===== src/rtl/cpu_pkg.sv =====
// cpu_pkg: ALU control and forward-select codes shared across the CPU pipeline
package cpu_pkg;
  typedef enum logic [1:0] {
    ALU_ADD  = 2'd0,
    ALU_SUB  = 2'd1,
    ALU_XOR  = 2'd2,
    ALU_RSVD = 2'd3
  } alu_ctrl_e;
  typedef enum logic [1:0] {
    FWD_REG     = 2'd0,
    FWD_MEM     = 2'd1,
    FWD_WB      = 2'd2,
    FWD_REG_ALT = 2'd3
  } fwd_sel_e;
  function automatic logic is_legal(input logic [1:0] code);
    return code != ALU_RSVD;
  endfunction
endpackage


===== src/rtl/alu_core.sv =====
// alu_core: combinational add/sub/xor with zero and illegal-code flags
module alu_core
  import cpu_pkg::*;
#(
  parameter int WIDTH = 32
) (
  input  logic [WIDTH-1:0] a,
  input  logic [WIDTH-1:0] b,
  input  logic [1:0]       ctrl,
  output logic [WIDTH-1:0] result,
  output logic             zero,
  output logic             illegal
);
  // reserved code yields zero result and raises illegal
  always_comb begin
    illegal = !is_legal(ctrl);
    result  = ctrl == ALU_ADD ? a + b :
              ctrl == ALU_SUB ? a - b :
              ctrl == ALU_XOR ? a ^ b : '0;
    zero    = result == '0;
  end
endmodule


===== src/rtl/alu_exec_stage.sv =====
// alu_exec_stage: forwarding muxes, ALU and the EX/MEM stage register
module alu_exec_stage
  import cpu_pkg::*;
#(
  parameter int WIDTH = 32
) (
  input  logic             clk,
  input  logic             rst,
  input  logic             in_valid,
  input  logic [1:0]       alu_ctrl,
  input  logic [WIDTH-1:0] src_a,
  input  logic [WIDTH-1:0] src_b,
  input  logic [WIDTH-1:0] imm,
  input  logic             alu_src,
  input  logic [1:0]       fwd_a,
  input  logic [1:0]       fwd_b,
  input  logic [WIDTH-1:0] mem_fwd,
  input  logic [WIDTH-1:0] wb_fwd,
  input  logic             branch,
  input  logic             reg_write,
  input  logic             mem_read,
  input  logic             mem_write,
  input  logic [4:0]       rd,
  input  logic [WIDTH-1:0] pc_plus4,
  input  logic             stall,
  input  logic             flush,
  output logic             out_valid,
  output logic             zero,
  output logic             branch_taken,
  output logic             illegal_op,
  output logic [WIDTH-1:0] result,
  output logic [WIDTH-1:0] store_data,
  output logic [WIDTH-1:0] branch_target,
  output logic [4:0]       rd_out,
  output logic             reg_write_out,
  output logic             mem_read_out,
  output logic             mem_write_out
);
  logic [WIDTH-1:0] op_a, fwd_b_val, op_b, alu_res, target;
  logic             alu_zero, alu_ill, take;
  // operand selection, branch target and branch decision
  always_comb begin
    op_a      = fwd_a == FWD_MEM ? mem_fwd : fwd_a == FWD_WB ? wb_fwd : src_a;
    fwd_b_val = fwd_b == FWD_MEM ? mem_fwd : fwd_b == FWD_WB ? wb_fwd : src_b;
    op_b      = alu_src ? imm : fwd_b_val;
    target    = pc_plus4 + (imm << 2);
    take      = in_valid & branch & alu_zero & ~alu_ill;
  end
  alu_core #(.WIDTH(WIDTH)) u_alu (
    .a      (op_a),
    .b      (op_b),
    .ctrl   (alu_ctrl),
    .result (alu_res),
    .zero   (alu_zero),
    .illegal(alu_ill)
  );
  // stage register: flush squashes control, stall holds, otherwise load (bubble when idle)
  always_ff @(posedge clk or posedge rst) begin
    if (rst) begin
      out_valid     <= 1'b0;
      zero          <= 1'b0;
      branch_taken  <= 1'b0;
      illegal_op    <= 1'b0;
      result        <= '0;
      store_data    <= '0;
      branch_target <= '0;
      rd_out        <= '0;
      reg_write_out <= 1'b0;
      mem_read_out  <= 1'b0;
      mem_write_out <= 1'b0;
    end else if (flush) begin
      out_valid     <= 1'b0;
      branch_taken  <= 1'b0;
      illegal_op    <= 1'b0;
      reg_write_out <= 1'b0;
      mem_read_out  <= 1'b0;
      mem_write_out <= 1'b0;
    end else if (!stall) begin
      out_valid     <= in_valid;
      zero          <= alu_zero;
      branch_taken  <= take;
      illegal_op    <= in_valid & alu_ill;
      result        <= alu_res;
      store_data    <= fwd_b_val;
      branch_target <= target;
      rd_out        <= rd;
      reg_write_out <= in_valid & reg_write;
      mem_read_out  <= in_valid & mem_read;
      mem_write_out <= in_valid & mem_write;
    end
  end
endmodule


===== config.mk =====
export PLATFORM = sky130hd
export DESIGN_NAME = alu_exec_stage
export DESIGN_NICKNAME = d
export VERILOG_FILES = /design/src/rtl/cpu_pkg.sv /design/src/rtl/alu_core.sv /design/src/rtl/alu_exec_stage.sv
export SDC_FILE = /design/constraint.sdc
export NUM_CORES = 1
export LEC_CHECK = 0
export ABC_CLOCK_PERIOD_IN_PS = 3200
export CAP_MARGIN = 20
export CORE_ASPECT_RATIO = 0.9
export CORE_MARGIN = 5
export CORE_UTILIZATION = 46
export DETAILED_ROUTE_END_ITERATION = 7
export PLACE_DENSITY = 0.78
export SLEW_MARGIN = 25
export SYNTH_ARGS = -nofsm -noshare
export SYNTH_HDL_FRONTEND = slang
export SYNTH_HIERARCHICAL = 1
export SYNTH_SLANG_ARGS = --single-unit

===== constraint.sdc =====
create_clock -name clk -period 3.2 [get_ports clk]
set_clock_uncertainty 0.15 [all_clocks]
set_input_delay 0.32 -clock clk [delete_from_list [all_inputs] [get_ports clk]]
set_output_delay 0.32 -clock clk [all_outputs]
set_load 0.05 [all_outputs]

Yosys cells after proc, flatten, opt, wreduce, memory -nomap -nowiden

Index checks and enable logic that the tools add are counted.

RAM bits: 0
Memories: 0
Register bits: 108
Memory bits (read-only): 0
Latch bits: 0
Logic and storage cells: 56
Input port bits: 213

Div/mod/pow operators: 0
Add/sub/neg operators: 3
$lt $le $gt $ge: 0
Bitwise gates (word level): 10
Reduce and logical (&&, ||, !) cells: 4
Shifts and indexed selects: 0
Eq/ne operators: 8
Muxes and demuxes: 20
Multiply operators: 0

Operators with widths:

| operator                                                                | number |
|---|---|
| 32-bit 2-to-1 mux                                                       | 8 |
| 32-bit adder                                                            | 2 |
| 32-bit logical NOT                                                      | 1 |
| 32-bit subtractor                                                       | 1 |
| 32-bit bitwise XOR                                                      | 1 |
| 1-bit 2-to-1 mux                                                        | 12 |
| 1-bit bitwise AND                                                       | 7 |
| 2-bit by 1-bit == test with 1-bit output, second input constant         | 3 |
| 2-bit == test, second input constant                                    | 3 |
| 2-bit logical NOT                                                       | 1 |
| 2-bit by 1-bit inequality test with 1-bit output, second input constant | 1 |
| 2-bit inequality test, second input constant                            | 1 |
| 1-bit NOT                                                               | 2 |
| 2-bit AND reduction                                                     | 1 |
| 1-bit logical NOT                                                       | 1 |

Longest topological paths before layout

Depth in word-level cells: 13
Mapped depth: 23

Modules after synthesis

Netlist, hierarchy kept.

By module, submodules not included:

| module         | instances | cells an instance | area each (µm²) | sequential area each (µm²) |
|---|---|---|---|---|
| alu_exec_stage | 1         | 1,029             | 8,169.1         | 2,702.6 |
| alu_core       | 1         | 703               | 4,521.8         | 0.0 |

Worst setup path before layout

No wires, ideal clock.

Path kind: input port to flip-flop
From: input port fwd_b[1]
To: register branch_taken
Setup time: 0.078 ns
Required time: 2.972 ns
Stages on the path: 20
Path buffers: 2
Arrival time: 4.641 ns
Setup slack: -1.668 ns
Cells stage by stage: buf_2 -> buf_2 -> mux2_2 -> o21ai_0 -> o21ai_0 -> ha_1 -> fa_1 -> nor2b_1 -> o21ai_2 -> nand3_1 -> a21oi_1 -> o21ai_1 -> o31a_1 -> a311o_1 -> or4b_1 -> nor4_1 -> nand3b_1 -> nor4_2 -> nand4b_1 -> a21oi_1

Elaborated cells on any way between the ends: 16

RTL lines:

| element                             | RTL line             | text |
|---|---|---|
| start: declaration                  | alu_exec_stage.sv:16 | `input logic [1:0] fwd_b,` |
| 2-bit == test                       | alu_exec_stage.sv:44 | `fwd_b_val = fwd_b == FWD_MEM ? mem_fwd : fwd_b == FWD_WB ? wb_fwd : src_b;` |
| 32-bit 2-to-1 mux                   | alu_exec_stage.sv:44 |  |
| 32-bit 2-to-1 mux (*)               | alu_exec_stage.sv:44 |  |
| 32-bit 2-to-1 mux (*)               | alu_exec_stage.sv:45 | `op_b = alu_src ? imm : fwd_b_val;` |
| net op_b[0]                         | alu_exec_stage.sv:39 | `logic [WIDTH-1:0] op_a, fwd_b_val, op_b, alu_res, target;` |
| 32-bit subtractor                   | alu_core.sv:18       | `ctrl == ALU_SUB ? a - b :` |
| 32-bit 2-to-1 mux                   | alu_core.sv:18       |  |
| 32-bit 2-to-1 mux (*)               | alu_core.sv:17       | `result = ctrl == ALU_ADD ? a + b :` |
| net alu_res[18]                     | alu_exec_stage.sv:39 |  |
| 32-bit logical NOT (*)              | alu_core.sv:20       | `zero = result == '0;` |
| net alu_zero                        | alu_exec_stage.sv:40 | `logic alu_zero, alu_ill, take;` |
| 1-bit bitwise AND (*) (2 in series) | alu_exec_stage.sv:47 | `take = in_valid & branch & alu_zero & ~alu_ill;` |
| 1-bit 2-to-1 mux (*)                | alu_exec_stage.sv:78 | `end else if (!stall) begin` |
| 1-bit 2-to-1 mux (*)                | alu_exec_stage.sv:71 | `end else if (flush) begin` |
| end signal: assignment              | alu_exec_stage.sv:81 | `branch_taken <= take;` |
| end: declaration                    | alu_exec_stage.sv:29 | `output logic branch_taken,` |

The timed path passes the listed nets; every way through them passes the cells marked *. The select of a mux whose other input is x is not followed.
A chain may end at the register's enable or synchronous reset.

Worst setup path after layout

From: input port fwd_b[1]
To: register zero

Elaborated cells on any way between the ends: 12

RTL lines:

| element                | RTL line             | text |
|---|---|---|
| 2-bit == test          | alu_exec_stage.sv:44 |  |
| 32-bit 2-to-1 mux      | alu_exec_stage.sv:44 |  |
| 32-bit 2-to-1 mux (*)  | alu_exec_stage.sv:44 |  |
| 32-bit 2-to-1 mux (*)  | alu_exec_stage.sv:45 |  |
| net op_b[4]            | alu_exec_stage.sv:39 |  |
| 32-bit subtractor      | alu_core.sv:18       |  |
| 32-bit 2-to-1 mux      | alu_core.sv:18       |  |
| 32-bit 2-to-1 mux (*)  | alu_core.sv:17       |  |
| net alu_res[23]        | alu_exec_stage.sv:39 |  |
| 32-bit logical NOT (*) | alu_core.sv:20       |  |
| net alu_zero           | alu_exec_stage.sv:40 |  |
| end signal: assignment | alu_exec_stage.sv:80 | `zero <= alu_zero;` |
| end: declaration       | alu_exec_stage.sv:28 | `output logic zero,` |

The timed path passes the listed nets; every way through them passes the cells marked *.

==> impl_metrics.toml <==
[cells_and_area]
final_cell_mix = "buf_4, nand2_1, clkdlybuf4s50_1"
syn2layout_area_growth_pct = 69.62
layout_commonest_cell = "buf_4"
drive_gt1_share_pct = 32.11
fin_util_pct = 79.43
fillCellCount = 1887
nets = 2711
final_cell_area_sq_um = 21530

[timing]
fmax_ghz = 0.2169
hold_violations = 0
final-setup-viol-count = 24
period_share_pct = 144.0
rsz0062_at_grt = "yes"
max_slew_margin_pct = 53.53
min_period_ns = 4.610
worst_slack_ns = -1.410
worst_slew_pin_slew_ns = 0.6898
report.final.slew_viol_count = 0
setup-tns-final_ns = -11.39

[clock_network]
cts.sinks = 108
numCtsBuffers = 9
cts_tree = "built"
cts-htree-levels = 3
cts_root_buf = "clkbuf_16"
clk_pin_slew_ns = 0.08
ctsHoldBuffers = 0
insertion_delay_ns = 0.36
clock_path_buffers = 2

[setup_path]
timing.critical_path.from_type = "input port"
worstSetupEndpointType = "flip-flop"
cp_max_fo = 7
cp.buffers_inverters = 7
arrival_ns = 4.76
required_ns = 3.35
r2r_cells = 2
critPathSlowestCell = "or3_1"
cp_cell_sequence = "buf_12 > buf_8 > buf_4 > mux2_4 > o21ai_4 > o21ai_4 > inv_2 > ha_4 > buf_6 > a21o_1 > nor3_2 > buf_4 > a2111o_1 > a31oi_4 > or2_1 > a311oi_1 > o211ai_1 > or3_1 > nor4_4 > nand3b_1 > nor4_4 > buf_4 > nand2_2 > nand2_1"
cp_num_cells = 24
critPathTopFamily = "simple AND/OR/NAND/NOR gates"
crit_path_frequent_cell = "buf_4"
crit_type = "in2reg"
max_stage_delay_ns = 0.45

[drt]
wirelength_microns = 58840
vias = 16500
dr.pass1.iters = 8
post_drt_via_cell_ratio = 5.973
antenna_left = 0
wl_per_cell_microns = 21.30
drt_iter0_drc = 1581
drc_errors = 0

[worst_hold_path]
hold_class = "in2reg"
holdPathStages = 3

[global_route]
grt_pass1_wl_microns = 85820
track_usage_pct = 34.55
gr-total-overflow = 0
grt_pass1_vias = 15410
antenna_found_initial = 1
grt_max_degree = 109

[placement]
port_buffers = 320
placed_cell_area_sq_um = 19050
pre_cts_ws_ns = -2.133
globalplace.congestion = 1.002
dpl.hpwl_microns = 44660

[power_and_ir_drop]
fin_total_pwr_w = 0.009297
power.leakage_nw = 9.907
max-vdd-ir-drop_mv = 0.3274
power_density_nw_per_um2 = 431.9

[yosys]
synth_flop_cell = "dfrtp_1"
synth_top_area_share_pct = 21.30
synth_area_leaders = "dfrtp_1, nand2_1, ha_1"
synth.distinct_cells = 95
synth_area_sq_um = 12690
synth_area_leader_cell = "dfrtp_1"
ys_warn_count = 6
syn_inst = 1732
synthArstFlopShare_pct = 100.0
yosys_register_bits = 108
syn-num-nets = 2039
synth_edf_count = 0
syn_avg_cell_area_sq_um = 7.327
seq_area_frac_synth_pct = 21.30

[run]
maxCapViolations = 0

[floorplan]
core_region_area_sq_um = 27100
io_pins = 321
die_w_microns = 185.1
fp.dieH_microns = 167.6
std_cell_rows = 57
start_util_pct = 46.83
die_area_sq_um = 31020

[outcome]
outcome = "complete, but fails checks"
failed_checks = "negative setup slack"
cell usage after synthesis, drive strengths merged, types with 13 or more instances:
master	count
mux2i	72
inv	64
o21a	17
nand2b	14
o31ai	22
nand2	318
nor2	109
nor2b	49
a21oi	128
clkbuf	74
ha	91
o311ai	15
a211oi	48
a31oi	13
o211ai	28
or3	16
o21ai	166
nand3	49
buf	43
dfrtp	108
mux2	35
a21o	34
nor3	38
stage by stage:
stage	hold slack, ns	instances
after floorplan	0.2754	1732
after global placement	0.3066	2679
after detailed placement	0.3107	2679
after CTS	0.3277	2717
after global routing	0.2269	2762
final	0.2415	2762
flip-flops by register name, summed over array words and instances, names as in the netlist, 5 cells and up:
signal	count
branch_target	32
store_data	32
result	32
rd_out	5
layout make-up:
class,count,area [sq um],share of cell area (%)
multi-input cells,1443,10750,49.93
repair buffers,778,7053,32.76
flip-flops and latches,108,2703,12.55
well taps,354,442.9,2.058
inverters,64,250.2,1.162
clock buffers,10,229.0,1.064
clock inverters,4,98.84,0.4592
diodes,1,2.502,0.01162
repair_timing:
item / CTS / global route
gates cloned: 0 / 2
setup buffers: 26 / 49
endpoints found under the setup margin: 27 / 27
gates resized for setup: 160 / 257
pin swaps: 48 / 104
path summary, 6_finish.rpt:
path / start / endpoint / slack, ns
max in group asynchronous: rst / result[1] / 2.07
min reg2reg: result[10] / result[10] / 0.32
max: fwd_b[1] / zero / -1.41
min: fwd_b[0] / store_data[6] / 0.24
max reg2reg: branch_target[21] / branch_target[21] / 2.08
min in group asynchronous: rst / branch_target[30] / 0.30
report_power, final:
| part | leakage, nW | switching, W | internal (W) |
|---|---|---|---|
| combinational | 8.40 | 0.00348 | 0.00273 |
| clock | 0.159 | 0.000569 | 0.000762 |
| sequential | 1.35 | 0.000147 | 0.00161 |
| total | 9.91 | 0.00419 | 0.00510 |
tightest hold or removal path: stages:
cell and delay, ns:
buf_6 0.15, o21ai_4 0.15, o21ai_0 0.08
metal layers:
metal  global-route usage (%)  wire, microns  vias up
li1                         -              -     7616
met1                    48.23          24820     7911
met2                    55.83          27710      857
met3                    6.529           4985      113
met4                    7.307           1317        0
met5                        0              0        -
kinds of logic (layout without fill, tap and decap cells):
group	after synthesis	count (layout)	synth area share [%]
other cells	0	1	0
simple gates	663	663	24.26
xor+xnor	19	19	1.311
buf+inv	181	856	5.718
fa+ha+maj	94	94	9.445
compound gates	560	560	29.18
flops	108	108	21.30
mux	107	107	8.784
No activity file was read; power rests on OpenSTA's default activity.
